File: src/rtl/frame_slot_pkg.sv
// -----------------------------------------------------------------------------
// frame_slot_pkg
// Shared types and constants for the SDRAM frame-store bookkeeper.
//   - state_e      : top-level FSM encoding (IDLE/WRITING/SETTLE/READY)
//   - DEF_*        : default parameter values used by frame_slot_mgr and
//                    frame_slot_wr_ctr
//   - slot_words() : SDRAM words occupied by one image slot
// -----------------------------------------------------------------------------
package frame_slot_pkg;

    typedef enum logic [1:0] {
        IDLE    = 2'd0,
        WRITING = 2'd1,
        SETTLE  = 2'd2,
        READY   = 2'd3
    } state_e;

    localparam int DEF_PIX_PER_IMG   = 384000;
    localparam int DEF_WORDS_PER_PIX = 2;
    localparam int DEF_N_SLOTS       = 8;
    localparam int DEF_SETTLE_CYC    = 50;
    localparam int DEF_ADDR_W        = 24;

    // Words per slot; evaluated at elaboration only, so the multiply never
    // reaches the write path.
    function automatic int slot_words(input int pixPerImg, input int wordsPerPix);
        return pixPerImg * wordsPerPix;
    endfunction

endpackage

File: src/rtl/frame_slot_wr_ctr.sv
// -----------------------------------------------------------------------------
// frame_slot_wr_ctr
// Write-side counters for the frame store: pixel-in-slot counter, completed
// slot counter and the running SDRAM word address.
// Ports:
//   iCLK, iRST_N  clock / async active-low reset
//   iClear        synchronous restart (priority over iAccept)
//   iAccept       a pixel is accepted this cycle
//   oAddr         word address for the pixel being accepted (pre-increment)
//   oSlot_Cnt     number of fully written slots so far
//   oWrap         combinational: the accepted pixel is the last of its slot
// -----------------------------------------------------------------------------
module frame_slot_wr_ctr
    import frame_slot_pkg::*;
#(
    parameter int PIX_PER_IMG   = DEF_PIX_PER_IMG,
    parameter int WORDS_PER_PIX = DEF_WORDS_PER_PIX,
    parameter int N_SLOTS       = DEF_N_SLOTS,
    parameter int ADDR_W        = DEF_ADDR_W
) (
    input  logic                         iCLK,
    input  logic                         iRST_N,
    input  logic                         iClear,
    input  logic                         iAccept,
    output logic [ADDR_W-1:0]            oAddr,
    output logic [$clog2(N_SLOTS+1)-1:0] oSlot_Cnt,
    output logic                         oWrap
);

    localparam int PW = (PIX_PER_IMG > 1) ? $clog2(PIX_PER_IMG) : 1;
    localparam int SW = $clog2(N_SLOTS + 1);

    logic [PW-1:0] pixCnt;

    assign oWrap = iAccept && (pixCnt == PW'(PIX_PER_IMG - 1));

    // Address advances by a constant stride: an adder, no multiplier.
    always_ff @(posedge iCLK or negedge iRST_N) begin
        if (!iRST_N) begin
            pixCnt    <= '0;
            oSlot_Cnt <= '0;
            oAddr     <= '0;
        end else if (iClear) begin
            pixCnt    <= '0;
            oSlot_Cnt <= '0;
            oAddr     <= '0;
        end else if (iAccept) begin
            oAddr <= oAddr + ADDR_W'(WORDS_PER_PIX);
            if (oWrap) begin
                pixCnt    <= '0;
                oSlot_Cnt <= oSlot_Cnt + SW'(1);
            end else begin
                pixCnt <= pixCnt + PW'(1);
            end
        end
    end

endmodule

File: src/rtl/frame_slot_mgr.sv
// -----------------------------------------------------------------------------
// frame_slot_mgr
// Frame-store bookkeeper for the SDRAM image buffer. Generates write
// addresses for incoming SPI pixels, splits them into N_SLOTS image slots,
// tracks completed slots, raises oImg_Loaded after a settle delay, and
// converts slot-select requests into a read base/max pair for the MTL side.
//
// Ports:
//   iCLK, iRST_N   clock / async active-low reset
//   iClear         synchronous restart, same effect as reset, top priority
//   iImg_Tot       images to receive (clamped to N_SLOTS when latched)
//   iWr_Valid      pixel strobe;  iPix_Data  RGB pixel (checksum only)
//   oWr_En/oWr_Addr  registered write strobe and word address (latency 1)
//   iSel_Req/iSel_Img  read-slot select
//   oRd_Base/oRd_Max   read window of the selected slot
//   oLoad_New      one-cycle pulse when the read window updates
//   oSel_Err       one-cycle pulse on a rejected select
//   oSlot_Valid    bit k = slot k fully written
//   oImg_Loaded    all images written and settled
//   oOverflow      sticky: pixel arrived after all slots were full
//   oLast_Sum      checksum of the last completed slot
//
// Build option: define FRAME_SLOT_CHECKSUM_EN to enable the per-slot 24-bit
// pixel checksum on oLast_Sum; otherwise oLast_Sum is tied to 0.
// -----------------------------------------------------------------------------
module frame_slot_mgr
    import frame_slot_pkg::*;
#(
    parameter int PIX_PER_IMG   = DEF_PIX_PER_IMG,
    parameter int WORDS_PER_PIX = DEF_WORDS_PER_PIX,
    parameter int N_SLOTS       = DEF_N_SLOTS,
    parameter int SETTLE_CYC    = DEF_SETTLE_CYC,
    parameter int ADDR_W        = DEF_ADDR_W
) (
    input  logic                         iCLK,
    input  logic                         iRST_N,
    input  logic                         iClear,
    input  logic [$clog2(N_SLOTS+1)-1:0] iImg_Tot,
    input  logic                         iWr_Valid,
    input  logic [23:0]                  iPix_Data,
    output logic                         oWr_En,
    output logic [ADDR_W-1:0]            oWr_Addr,
    input  logic                         iSel_Req,
    input  logic [$clog2(N_SLOTS)-1:0]   iSel_Img,
    output logic [ADDR_W-1:0]            oRd_Base,
    output logic [ADDR_W-1:0]            oRd_Max,
    output logic                         oLoad_New,
    output logic                         oSel_Err,
    output logic [N_SLOTS-1:0]           oSlot_Valid,
    output logic                         oImg_Loaded,
    output logic                         oOverflow,
    output logic [23:0]                  oLast_Sum
);

    localparam int SW         = $clog2(N_SLOTS + 1);
    localparam int IW         = $clog2(N_SLOTS);
    localparam int SLOT_WORDS = slot_words(PIX_PER_IMG, WORDS_PER_PIX);
    localparam int STW        = (SETTLE_CYC > 0) ? $clog2(SETTLE_CYC + 1) : 1;

    // Elaboration-time sanity checks.
    if (N_SLOTS < 2) begin : g_err_slots
        $error("frame_slot_mgr: N_SLOTS must be at least 2");
    end
    if ((longint'(N_SLOTS) * longint'(SLOT_WORDS)) > (longint'(1) << ADDR_W)) begin : g_err_addr
        $error("frame_slot_mgr: N_SLOTS*SLOT_WORDS exceeds the ADDR_W address space");
    end

    state_e            state, stateNxt;
    logic [SW-1:0]     totLat;
    logic [SW-1:0]     totIn;
    logic [SW-1:0]     totEff;
    logic [SW-1:0]     slotCnt;
    logic [ADDR_W-1:0] ctrAddr;
    logic              wrap;
    logic              accept;
    logic              lastSlot;
    logic [STW-1:0]    settleCnt;
    logic [N_SLOTS-1:0] slotMask;
    logic              selValid;
    logic              selOk;
    logic [ADDR_W-1:0] selBase;

    // Pixels are taken in IDLE (first pixel of a run, only with a non-zero
    // image count) and throughout WRITING; SETTLE/READY drop them.
    assign accept = iWr_Valid &&
                    (((state == IDLE) && (iImg_Tot != '0)) || (state == WRITING));

    frame_slot_wr_ctr #(
        .PIX_PER_IMG   (PIX_PER_IMG),
        .WORDS_PER_PIX (WORDS_PER_PIX),
        .N_SLOTS       (N_SLOTS),
        .ADDR_W        (ADDR_W)
    ) u_wr_ctr (
        .iCLK      (iCLK),
        .iRST_N    (iRST_N),
        .iClear    (iClear),
        .iAccept   (accept),
        .oAddr     (ctrAddr),
        .oSlot_Cnt (slotCnt),
        .oWrap     (wrap)
    );

    // ---------------------------------------------------------------- FSM
    always_ff @(posedge iCLK or negedge iRST_N) begin
        if (!iRST_N) begin
            state <= IDLE;
        end else if (iClear) begin
            state <= IDLE;
        end else begin
            state <= stateNxt;
        end
    end

    always_comb begin
        totIn    = (iImg_Tot > SW'(N_SLOTS)) ? SW'(N_SLOTS) : iImg_Tot;
        // The first pixel is accepted in IDLE before totLat is written, so
        // the completion compare must use the incoming value there.
        totEff   = (state == IDLE) ? totIn : totLat;
        lastSlot = wrap && ((slotCnt + SW'(1)) == totEff);
        stateNxt = state;
        case (state)
            IDLE:    if (accept) stateNxt = WRITING;
            WRITING: stateNxt = WRITING;
            SETTLE:  if (settleCnt == STW'(SETTLE_CYC)) stateNxt = READY;
            READY:   stateNxt = READY;
            default: stateNxt = IDLE;
        endcase
        if (lastSlot) stateNxt = SETTLE;
    end

    assign oImg_Loaded = (state == READY);

    // ------------------------------------------------- write-side registers
    always_comb begin
        slotMask = '0;
        for (int k = 0; k < N_SLOTS; k++) begin
            slotMask[k] = (slotCnt == SW'(k));
        end
    end

    always_ff @(posedge iCLK or negedge iRST_N) begin
        if (!iRST_N) begin
            totLat      <= '0;
            settleCnt   <= '0;
            oWr_En      <= 1'b0;
            oWr_Addr    <= '0;
            oSlot_Valid <= '0;
            oOverflow   <= 1'b0;
        end else if (iClear) begin
            totLat      <= '0;
            settleCnt   <= '0;
            oWr_En      <= 1'b0;
            oWr_Addr    <= '0;
            oSlot_Valid <= '0;
            oOverflow   <= 1'b0;
        end else begin
            if ((state == IDLE) && accept) totLat <= totIn;
            // Counts SETTLE cycles; SETTLE lasts SETTLE_CYC+1 cycles in all.
            if ((state == SETTLE) && (stateNxt == SETTLE)) settleCnt <= settleCnt + STW'(1);
            else                                           settleCnt <= '0;
            oWr_En <= accept;
            if (accept) oWr_Addr <= ctrAddr;
            // Slot valid appears together with the wrap pixel's oWr_En.
            if (wrap) oSlot_Valid <= oSlot_Valid | slotMask;
            if (iWr_Valid && ((state == SETTLE) || (state == READY))) oOverflow <= 1'b1;
        end
    end

    // ---------------------------------------------------------- select path
    // Validity is sampled before this cycle's wrap update, so selecting the
    // slot that completes in the same cycle is rejected.
    always_comb begin
        selValid = 1'b0;
        for (int k = 0; k < N_SLOTS; k++) begin
            if (iSel_Img == IW'(k)) selValid = oSlot_Valid[k];
        end
        selOk   = iSel_Req && (SW'(iSel_Img) < totLat) && selValid;
        selBase = ADDR_W'(iSel_Img) * ADDR_W'(SLOT_WORDS);
    end

    always_ff @(posedge iCLK or negedge iRST_N) begin
        if (!iRST_N) begin
            oRd_Base  <= '0;
            oRd_Max   <= '0;
            oLoad_New <= 1'b0;
            oSel_Err  <= 1'b0;
        end else if (iClear) begin
            oRd_Base  <= '0;
            oRd_Max   <= '0;
            oLoad_New <= 1'b0;
            oSel_Err  <= 1'b0;
        end else begin
            oLoad_New <= selOk;
            oSel_Err  <= iSel_Req && !selOk;
            if (selOk) begin
                oRd_Base <= selBase;
                oRd_Max  <= selBase + ADDR_W'(SLOT_WORDS);
            end
        end
    end

    // ------------------------------------------------------- slot checksum
`ifdef FRAME_SLOT_CHECKSUM_EN
    logic [23:0] runSum;

    always_ff @(posedge iCLK or negedge iRST_N) begin
        if (!iRST_N) begin
            runSum    <= '0;
            oLast_Sum <= '0;
        end else if (iClear) begin
            runSum    <= '0;
            oLast_Sum <= '0;
        end else if (accept) begin
            if (wrap) begin
                // The wrap pixel belongs to the slot being closed.
                oLast_Sum <= runSum + iPix_Data;
                runSum    <= '0;
            end else begin
                runSum <= runSum + iPix_Data;
            end
        end
    end
`else
    logic unusedPix;
    assign unusedPix = ^iPix_Data;
    assign oLast_Sum = '0;
`endif

endmodule

File: config.mk
export PLATFORM = sky130hd
export DESIGN_NAME = frame_slot_mgr
export DESIGN_NICKNAME = d
export VERILOG_FILES = /design/src/rtl/frame_slot_pkg.sv /design/src/rtl/frame_slot_wr_ctr.sv /design/src/rtl/frame_slot_mgr.sv
export SDC_FILE = /design/constraint.sdc
export NUM_CORES = 1
export LEC_CHECK = 0
export CORE_MARGIN = 5
export CORE_UTILIZATION = 40
export CTS_BUF_LIST = sky130_fd_sc_hd__clkbuf_16
export CTS_CLUSTER_SIZE = 40
export DETAILED_ROUTE_END_ITERATION = 16
export HOLD_SLACK_MARGIN = 0.1
export PLACE_DENSITY = 0.64
export SYNTH_ARGS = -nofsm -noshare
export SYNTH_HDL_FRONTEND = slang
export SYNTH_SLANG_ARGS = --single-unit
File: constraint.sdc
create_clock -name iCLK -period 6.6 [get_ports iCLK]
set_clock_uncertainty 0.2 [all_clocks]
set_input_delay 0.99 -clock iCLK [delete_from_list [all_inputs] [get_ports iCLK]]
set_output_delay 0.99 -clock iCLK [all_outputs]
set_load 0.005 [all_outputs]
==> out/results.md, run 1 <==
| Metric | Reported | Unit |
|---|---|---|
| Outcome | complete, no violations | - |
| Comb pwr share | 10.7 | % |
| DR vias | 4,948 | - |
| Final worst-path cycle share | 69.63 | % |
| Wire per inst | 14.29 | µm |
| EDFF count, synth | 0 | - |
| Most frequently used flop master after synthesis | sky130_fd_sc_hd__dfrtp_1 | - |
| Number of hold violations in the final report | 0 | - |
| Clock period minus final worst setup slack | 4.596 | ns |
| Switching part of the total power | 24.53 | % |
| TritonCTS clock tree | done | - |
| Count of hold-fix buffers inserted at cts | 0 | - |
| Horizontal die dimension | 137.4 | µm |
| Crit path max-delay cell type | sky130_fd_sc_hd__clkdlybuf4s50_1 | - |
| Setup repair after global routing missed its margin | false | - |
| Clock buffers created by TritonCTS | 17 | - |
| Antenna cells | 0 | - |
| Share of total power in sequential cells | 40.4 | % |
| Reported net switching power | 0.4499 | mW |
| GR Layer Usage met2 | 24.30 | % |
| Clock tree root buffer cell | sky130_fd_sc_hd__clkbuf_16 | - |
| Std cell rows | 46 | - |
| Most numerous cell in the Yosys netlist | sky130_fd_sc_hd__dfrtp_1 | - |
| Delay contributed by the slowest stage of the critical path | 0.81 | ns |
| All-layer global routing usage | 15.53 | % |
| Top cells by area, synth | sky130_fd_sc_hd__dfrtp_1 45%, sky130_fd_sc_hd__buf_4 5.7%, sky130_fd_sc_hd__nand2_1 5.6%, sky130_fd_sc_hd__nor2_1 4.9%, sky130_fd_sc_hd__a21oi_1 4.8% | - |
| CP Data Required Time | 6.67 | ns |
| Top cell type by total area after synthesis | sky130_fd_sc_hd__dfrtp_1 | - |
| Proportion of synthesized chip area in sequential cells | 45.49 | % |
| Clock tree sinks | 118 | - |
| Total Negative Setup Slacks | 0 | ns |
| Placer congestion estimate | 0.8543 | - |
| Max Slew Vio Count | 0 | - |
| Class of the tightest hold or removal check | reg -> reg | - |
| I/O pin cnt | 145 | - |
| Fraction of final layout cells sized beyond drive strength 1 | 6.162 | % |
| Effective utilization at floorplan | 40.86 | % |
| Port buffer count | 73 | - |
| Post-synthesis average cell area | 9.181 | µm² |
| Vias in the first global route | 4,705 | - |
| Final global-route overflow total | 0 | - |
| Clock slew seen by the registers of the worst setup and hold paths | 0.05 | ns |
| P per Cell Area | 236.2 | nW/µm² |
| Maximum level of the CTS H-tree | 4 | - |
| Critical-path maximum fanout | 10 | - |
| Buffers from clock root to sink, at most | 2 | - |
| Power consumption | 1.834 | mW |
| Final Routed Wirelength | 14,210 | µm |
| CORE AREA | 15,890 | µm² |
| Global routing met1 resource utilization | 21.39 | % |
| Synthesis-stage register bit count | 118 | - |
| Antenna viol nets, final | 0 | - |
| Full die area | 18,880 | µm² |
| Async set-reset flop share out of synthesis | 100.0 | % |
| Yosys warning count | 0 | - |
| Crit path launch type | primary input | - |
| Synthesis-to-layout area growth | 19.64 | % |
| Maximum operating frequency | 0.2176 | GHz |
| Final setup violation count | 0 | - |
| Setup Crit Path Kind | in -> reg | - |
| Leak pwr | 3.308 | nW |
| Area share of the largest cell type after synthesis | 45.49 | % |
| Arrival time at the worst endpoint | 4.67 | ns |
| Global routing met3 resource utilization | 3.579 | % |
| Count of cells resized by post-cts repair | 0 | - |
| Slew at the pin with the worst max-slew slack | 1.031 | ns |
| HPWL after detailed placement | 9554 | µm |
| Cell Int Power | 1.384 | mW |
| Global-route wire length before repair | 23,360 | µm |
| Worst supply voltage drop on vdd | 0.1752 | mV |
| Antenna violations before repair | 0 | - |
| Postcts setup bufs | 0 | - |
| Worst setup EP type | register | - |
| Ranking of synthesized cells by instance count | 118 x sky130_fd_sc_hd__dfrtp_1, 97 x sky130_fd_sc_hd__nand2_1, 85 x sky130_fd_sc_hd__nor2_1 | - |
| Slew HR | 31.30 | % |
| Synthesized cell area | 6491 | µm² |
| Cells traversed along the worst timing path | clkdlybuf4s50_1 -> inv_1 -> fa_1 -> inv_1 -> ha_1 -> fa_1 -> nand3_1 -> a21boi_0 -> or2_2 -> a311o_1 -> o2111ai_1 -> o311ai_1 | - |
| # nets final | 831 | - |
| Layer with the highest usage after global routing | met2 | - |
| Die Height | 137.4 | µm |
| Worst-skew pair later-pin latency | 0.42 | ns |
| Largest net degree at the start of global routing | 82 | - |
| Post-route DRC | 0 | - |
| Max-cap violation count | 0 | - |
| Distinct cells, synth | 59 | - |
| TritonRoute pass-1 iters | 4 | - |
| First DRT Iteration DRCs | 295 | - |
| Clock network fraction of total power | 48.8 | % |
| Via-per-instance ratio | 4.973 | - |
| Number of instances in the synthesized netlist | 707 | - |
==> power by group through the flow <==
stage / Combinational, mW / Sequential, mW / Clock (mW)
3_3_place_gp: 0.196 / 0.754 / 0
2_1_floorplan: 0.151 / 0.752 / 0
6_report: 0.197 / 0.742 / 0.895
3_5_place_dp: 0.198 / 0.754 / 0
4_1_cts: 0.199 / 0.742 / 0.911
5_1_grt: 0.224 / 0.743 / 0.948
==> area by class of cell <==
class	count	area (µm²)
Fill cell	1538	8119
Multi-Input combinational cell	533	3136
Sequential cell	118	2953
Timing Repair Buffer	78	763.2
Clock buffer	17	425.4
Tap cell	216	270.3
Clock inverter	12	140.1
Inverter	21	78.83
==> state kept, by name, indices dropped and copies added (netlist names) <==
register and count:
u_wr_ctr.oAddr 23, state 2, u_wr_ctr.oSlot_Cnt 4, settleCnt 6
u_wr_ctr.pixCnt 19, oSel_Err 1, oOverflow 1, totLat 4
oLoad_New 1, oWr_Addr 24, oRd_Max 12, oSlot_Valid 8
oWr_En 1, oRd_Base 12
==> layer usage <==
layer  routed length (µm)  share of wire [%]  up-vias
li1                     -                  -     2428
met1                 6655                 47     2404
met4                  144                1.0        0
met3                  735                5.2        9
met5                    0                  0        -
met2                 6679                 47      107
==> layout by cell type, fill, tap and decap left out, types with 12 or more instances in the layout <==
master,instances
sky130_fd_sc_hd__a21oi_1,62
sky130_fd_sc_hd__clkbuf_16,17
sky130_fd_sc_hd__clkdlybuf4s50_1,71
sky130_fd_sc_hd__conb_1,47
sky130_fd_sc_hd__dfrtp_1,118
sky130_fd_sc_hd__ha_1,23
sky130_fd_sc_hd__inv_1,22
sky130_fd_sc_hd__nand2_1,97
sky130_fd_sc_hd__nand3_1,23
sky130_fd_sc_hd__nor2_1,85
sky130_fd_sc_hd__nor3_1,13
sky130_fd_sc_hd__o21ai_0,12
sky130_fd_sc_hd__xnor2_1,25
sky130_fd_sc_hd__xor2_1,28
==> worst max-delay path, delay by kind of cell <==
family,cells,cell delay (ns)
adders and majority gates,3,1.32
and+or+nand+nor,2,0.52
AOI/OAI and AO/OA,4,0.72
buffers and inverters,3,1.10
==> final timing paths <==
kind | start | endpoint | slack, ns | cells after the start
max in group asynchronous | iRST_N | oRd_Max[19] | 4.45 | 2
max reg2reg | state[1] | settleCnt[2] | 3.73 | 7
min reg2reg | settleCnt[0] | settleCnt[0] | 0.29 | 1
max | iSel_Img[0] | oRd_Max[20] | 2.00 | 12
min | settleCnt[0] | settleCnt[0] | 0.29 | 1
min in group asynchronous | iRST_N | oWr_Addr[6] | 0.33 | 1
==> metrics by stage <==
step | instances | util (%) | instance area, µm² | setup slack [ns] | hold slack (ns)
floorplan | 753 | - | 6664 | 2.783 | 0.2579
global placement | 966 | 45.33 | 7201 | 1.621 | 0.2901
detailed placement | 966 | 45.33 | 7201 | 1.570 | 0.2829
CTS | 995 | 48.89 | 7766 | 1.980 | 0.2934
global route | 995 | 48.89 | 7766 | 1.762 | 0.3133
finish | 995 | 48.89 | 7766 | 2.004 | 0.2863
==> kinds of logic (layout without fill, tap and decap cells) <==
kind of cell | after synthesis | count (layout) | share of synthesized area (%)
buffers and inverters | 102 | 128 | 8.924
multiplexers | 13 | 13 | 2.236
AO/OA/AOI/OAI | 108 | 108 | 10.06
flip-flops | 118 | 118 | 45.49
AND/OR/NAND/NOR | 286 | 286 | 20.72
XOR/XNOR | 53 | 53 | 7.151
other | 1 | 47 | 0.05777
adder cells (fa/ha/maj) | 26 | 26 | 5.359
No activity file was read; power rests on OpenSTA's default activity.
==> run 2, diff against run 1 <==
Settings changed: PLACE_DENSITY 0.64 to 0.66.
Clock period 6.6 ns to 3.87 ns, I/O delays scaled along.
==> run 2 against run 1 <==
Effect of this change: combinational power is 97% higher; global-route usage is 0.62 points higher; cell area is 3.2% higher; flip-flop and latch count stayed put; non-clock buffer count is 22 higher; via count is 2.0% higher; sequential share of layout area is 1.2 points lower; register-to-register slack worse by 2.7 ns; wire length is 4.0% higher; critical endpoint is now oRd_Max[21]; largest power group unchanged; highest routed layer unchanged.
==> out/results.md, run 2 (synthesis gave the netlist of run 1 again) <==
| Metric | Reported | Unit | vs previous |
|---|---|---|---|
| Outcome | complete, no violations | - |  |
| Vias in the first global route | 4,842 | - | +2.9% |
| Die Height | 137.4 | µm | unchanged |
| Largest net degree at the start of global routing | 59 | - | -28% |
| Fraction of final layout cells sized beyond drive strength 1 | 9.204 | % | +3.0 points |
| Effective utilization at floorplan | 40.86 | % | unchanged |
| Max Slew Vio Count | 0 | - | unchanged |
| Arrival time at the worst endpoint | 3.55 | ns | -1.12 ns |
| Final Routed Wirelength | 14,780 | µm | +4.0% |
| Slew HR | 35.06 | % | +3.8 points |
| Worst supply voltage drop on vdd | 0.3190 | mV | +82% |
| Wire per inst | 14.49 | µm | +1.5% |
| Most common cell after layout, fill and taps aside | sky130_fd_sc_hd__dfrtp_1 | - |  |
| Final setup violation count | 0 | - | unchanged |
| Cells traversed along the worst timing path | clkdlybuf4s50_1 -> inv_1 -> fa_1 -> inv_1 -> ha_1 -> fa_1 -> buf_4 -> xnor2_1 -> nand2_1 -> o32ai_1 -> mux2i_1 -> o311ai_0 | - |  |
| Clock slew seen by the registers of the worst setup and hold paths | 0.05 | ns | about the same |
| Antenna violations before repair | 0 | - | unchanged |
| Max-cap violation count | 0 | - | unchanged |
| Post-route DRC | 0 | - | unchanged |
| Placer congestion estimate | 0.8504 | - | -0.46% |
| Antenna cells | 0 | - | unchanged |
| Largest register FFs | 24 | - | unchanged |
| Final global-route overflow total | 0 | - | unchanged |
| Setup Crit Path Kind | in -> reg | - |  |
| TritonCTS clock tree | done | - |  |
| Full die area | 18,880 | µm² | unchanged |
| Antenna viol nets, final | 0 | - | unchanged |
| Final setup slack of the worst path | 0.3842 | ns | -1.620 ns |
| Reg with most FFs | oWr_Addr | - |  |
| First DRT Iteration DRCs | 357 | - | +21% |
| Global-route wire length before repair | 24,030 | µm | +2.9% |
| Final worst-path cycle share | 90.07 | % |  |
| Via-per-instance ratio | 4.946 | - | -0.54% |
| Setup repair after global routing missed its margin | false | - |  |
| Leak pwr | 3.450 | nW | +4.3% |
| Worst setup EP type | register | - |  |
| CORE AREA | 15,890 | µm² | unchanged |
| Post-layout util | 50.46 | % | +1.6 points |
| Buffers from clock root to sink, at most | 2 | - | unchanged |
| Class of the tightest hold or removal check | reg -> reg | - |  |
| HPWL after detailed placement | 10,060 | µm | +5.3% |
| Crit path max-delay cell type | sky130_fd_sc_hd__fa_1 | - |  |
| Port buffer count | 73 | - | unchanged |
| P per Cell Area | 419.0 | nW/µm² | +77% |
| Worst-skew pair later-pin latency | 0.42 | ns | about the same |
| Count of hold-fix buffers inserted at cts | 1 | - | +1 |
| Worst hold slack | 0.2888 | ns | +0.002451 ns |
| All-layer global routing usage | 16.16 | % | +0.62 points |
| Commonest non-fill, non-tap cells in the layout | 118 x sky130_fd_sc_hd__dfrtp_1, 97 x sky130_fd_sc_hd__nand2_1, 85 x sky130_fd_sc_hd__nor2_1, 71 x sky130_fd_sc_hd__clkdlybuf4s50_1, 62 x sky130_fd_sc_hd__a21oi_1 | - |  |
| Slew at the pin with the worst max-slew slack | 0.9658 | ns | -0.06474 ns |
| Delay contributed by the slowest stage of the critical path | 0.53 | ns | -0.28 ns |
| Largest registers in the final layout | oWr_Addr: 24 flops, u_wr_ctr.oAddr: 23 flops, u_wr_ctr.pixCnt: 19 flops | - |  |
| Clock tree sinks | 118 | - | unchanged |
| Maximum operating frequency | 0.2869 | GHz |  |
| Worst setup slack after placement | -0.02576 | ns | -1.596 ns |
| DR vias | 5,045 | - | +2.0% |
| # nets final | 853 | - | +2.6% |
| Horizontal die dimension | 137.4 | µm | unchanged |
| Clock period minus final worst setup slack | 3.486 | ns |  |
| Critical-path maximum fanout | 3 | - | -7 |
| Std cell rows | 46 | - | unchanged |
| Clock buffers created by TritonCTS | 17 | - | unchanged |
| Maximum level of the CTS H-tree | 4 | - | unchanged |
| Postcts setup bufs | 0 | - | unchanged |
| Number of hold violations in the final report | 0 | - | unchanged |
| TritonRoute pass-1 iters | 5 | - | +1 |
| Crit path launch type | primary input | - |  |
| Clock tree root buffer cell | sky130_fd_sc_hd__clkbuf_16 | - |  |
| CP Data Required Time | 3.93 | ns | -2.74 ns |
| Synthesis-to-layout area growth | 23.50 | % |  |
| Count of cells resized by post-cts repair | 0 | - | unchanged |
| I/O pin cnt | 145 | - | unchanged |
==> run 2: changes by cell type in the layout (fill, tap and decap cells not counted) <==
cell                            previous run  this run
sky130_fd_sc_hd__dlygate4sd3_1             0         1
sky130_fd_sc_hd__clkinv_1                  3         0
sky130_fd_sc_hd__buf_2                     0         1
sky130_fd_sc_hd__clkinv_2                  2         3
sky130_fd_sc_hd__clkinvlp_4                1         3
sky130_fd_sc_hd__buf_4                     7        26
sky130_fd_sc_hd__inv_1                    22        23
sky130_fd_sc_hd__bufinv_16                 3         5
sky130_fd_sc_hd__buf_12                    0         1
==> run 2: critical path, delay by kind of cell <==
family	cells	cell delay, ns
mux	1	0.23
xor+xnor	1	0.19
buf+inv	4	0.76
simple gates	1	0.10
compound gates	2	0.51
fa+ha+maj	3	1.18
==> run 2: stage by stage <==
stage                     total power [mW]   TNS [ns]  cells  cell area, µm²
final                                3.359          0   1020            8016
after global placement               1.666  -0.001493    987            7368
after floorplan                      1.540          0    753            6664
after global routing                 3.491          0   1020            8016
after detailed placement             1.669   -0.02576    987            7368
after CTS                            3.388          0   1020            8016
==> run 2: layer usage <==
layer,up-vias,GRT usage (%),wire length [µm]
li1,2462,-,-
met1,2444,22.51,6924
met2,122,24.13,6785
met3,17,4.529,853
met4,0,5.654,219
met5,-,0,0
==> run 2: worst paths after layout <==
kind	cells past startpoint	endpoint	slack, ns	start
worst max-delay path	12	oRd_Max[21]	0.38	iSel_Img[0]
worst min-delay path	1	settleCnt[0]	0.29	settleCnt[0]
worst max register to register	6	settleCnt[5]	1.03	state[0]
worst min register to register	1	settleCnt[0]	0.29	settleCnt[0]
max in group asynchronous	3	oWr_Addr[17]	2.10	iRST_N
min in group asynchronous	2	u_wr_ctr.oAddr[5]	0.58	iRST_N
==> run 2: area by class of cell <==
class / instances / area [µm²]
clock buffers: 17 / 425.4
fillers: 1494 / 7869
flip-flops and latches: 118 / 2953
well taps: 216 / 270.3
repair buffers: 100 / 940.9
inverters: 21 / 78.83
clock inverters: 15 / 212.7
multi-input cells: 533 / 3136
==> run 2: where the power goes <==
part / total, mW / switching, mW / leakage (nW) / internal (mW)
Clock: 1.71 / 0.573 / 0.311 / 1.13
Sequential: 1.26 / 0.0139 / 1.64 / 1.25
Combinational: 0.388 / 0.231 / 1.50 / 0.158
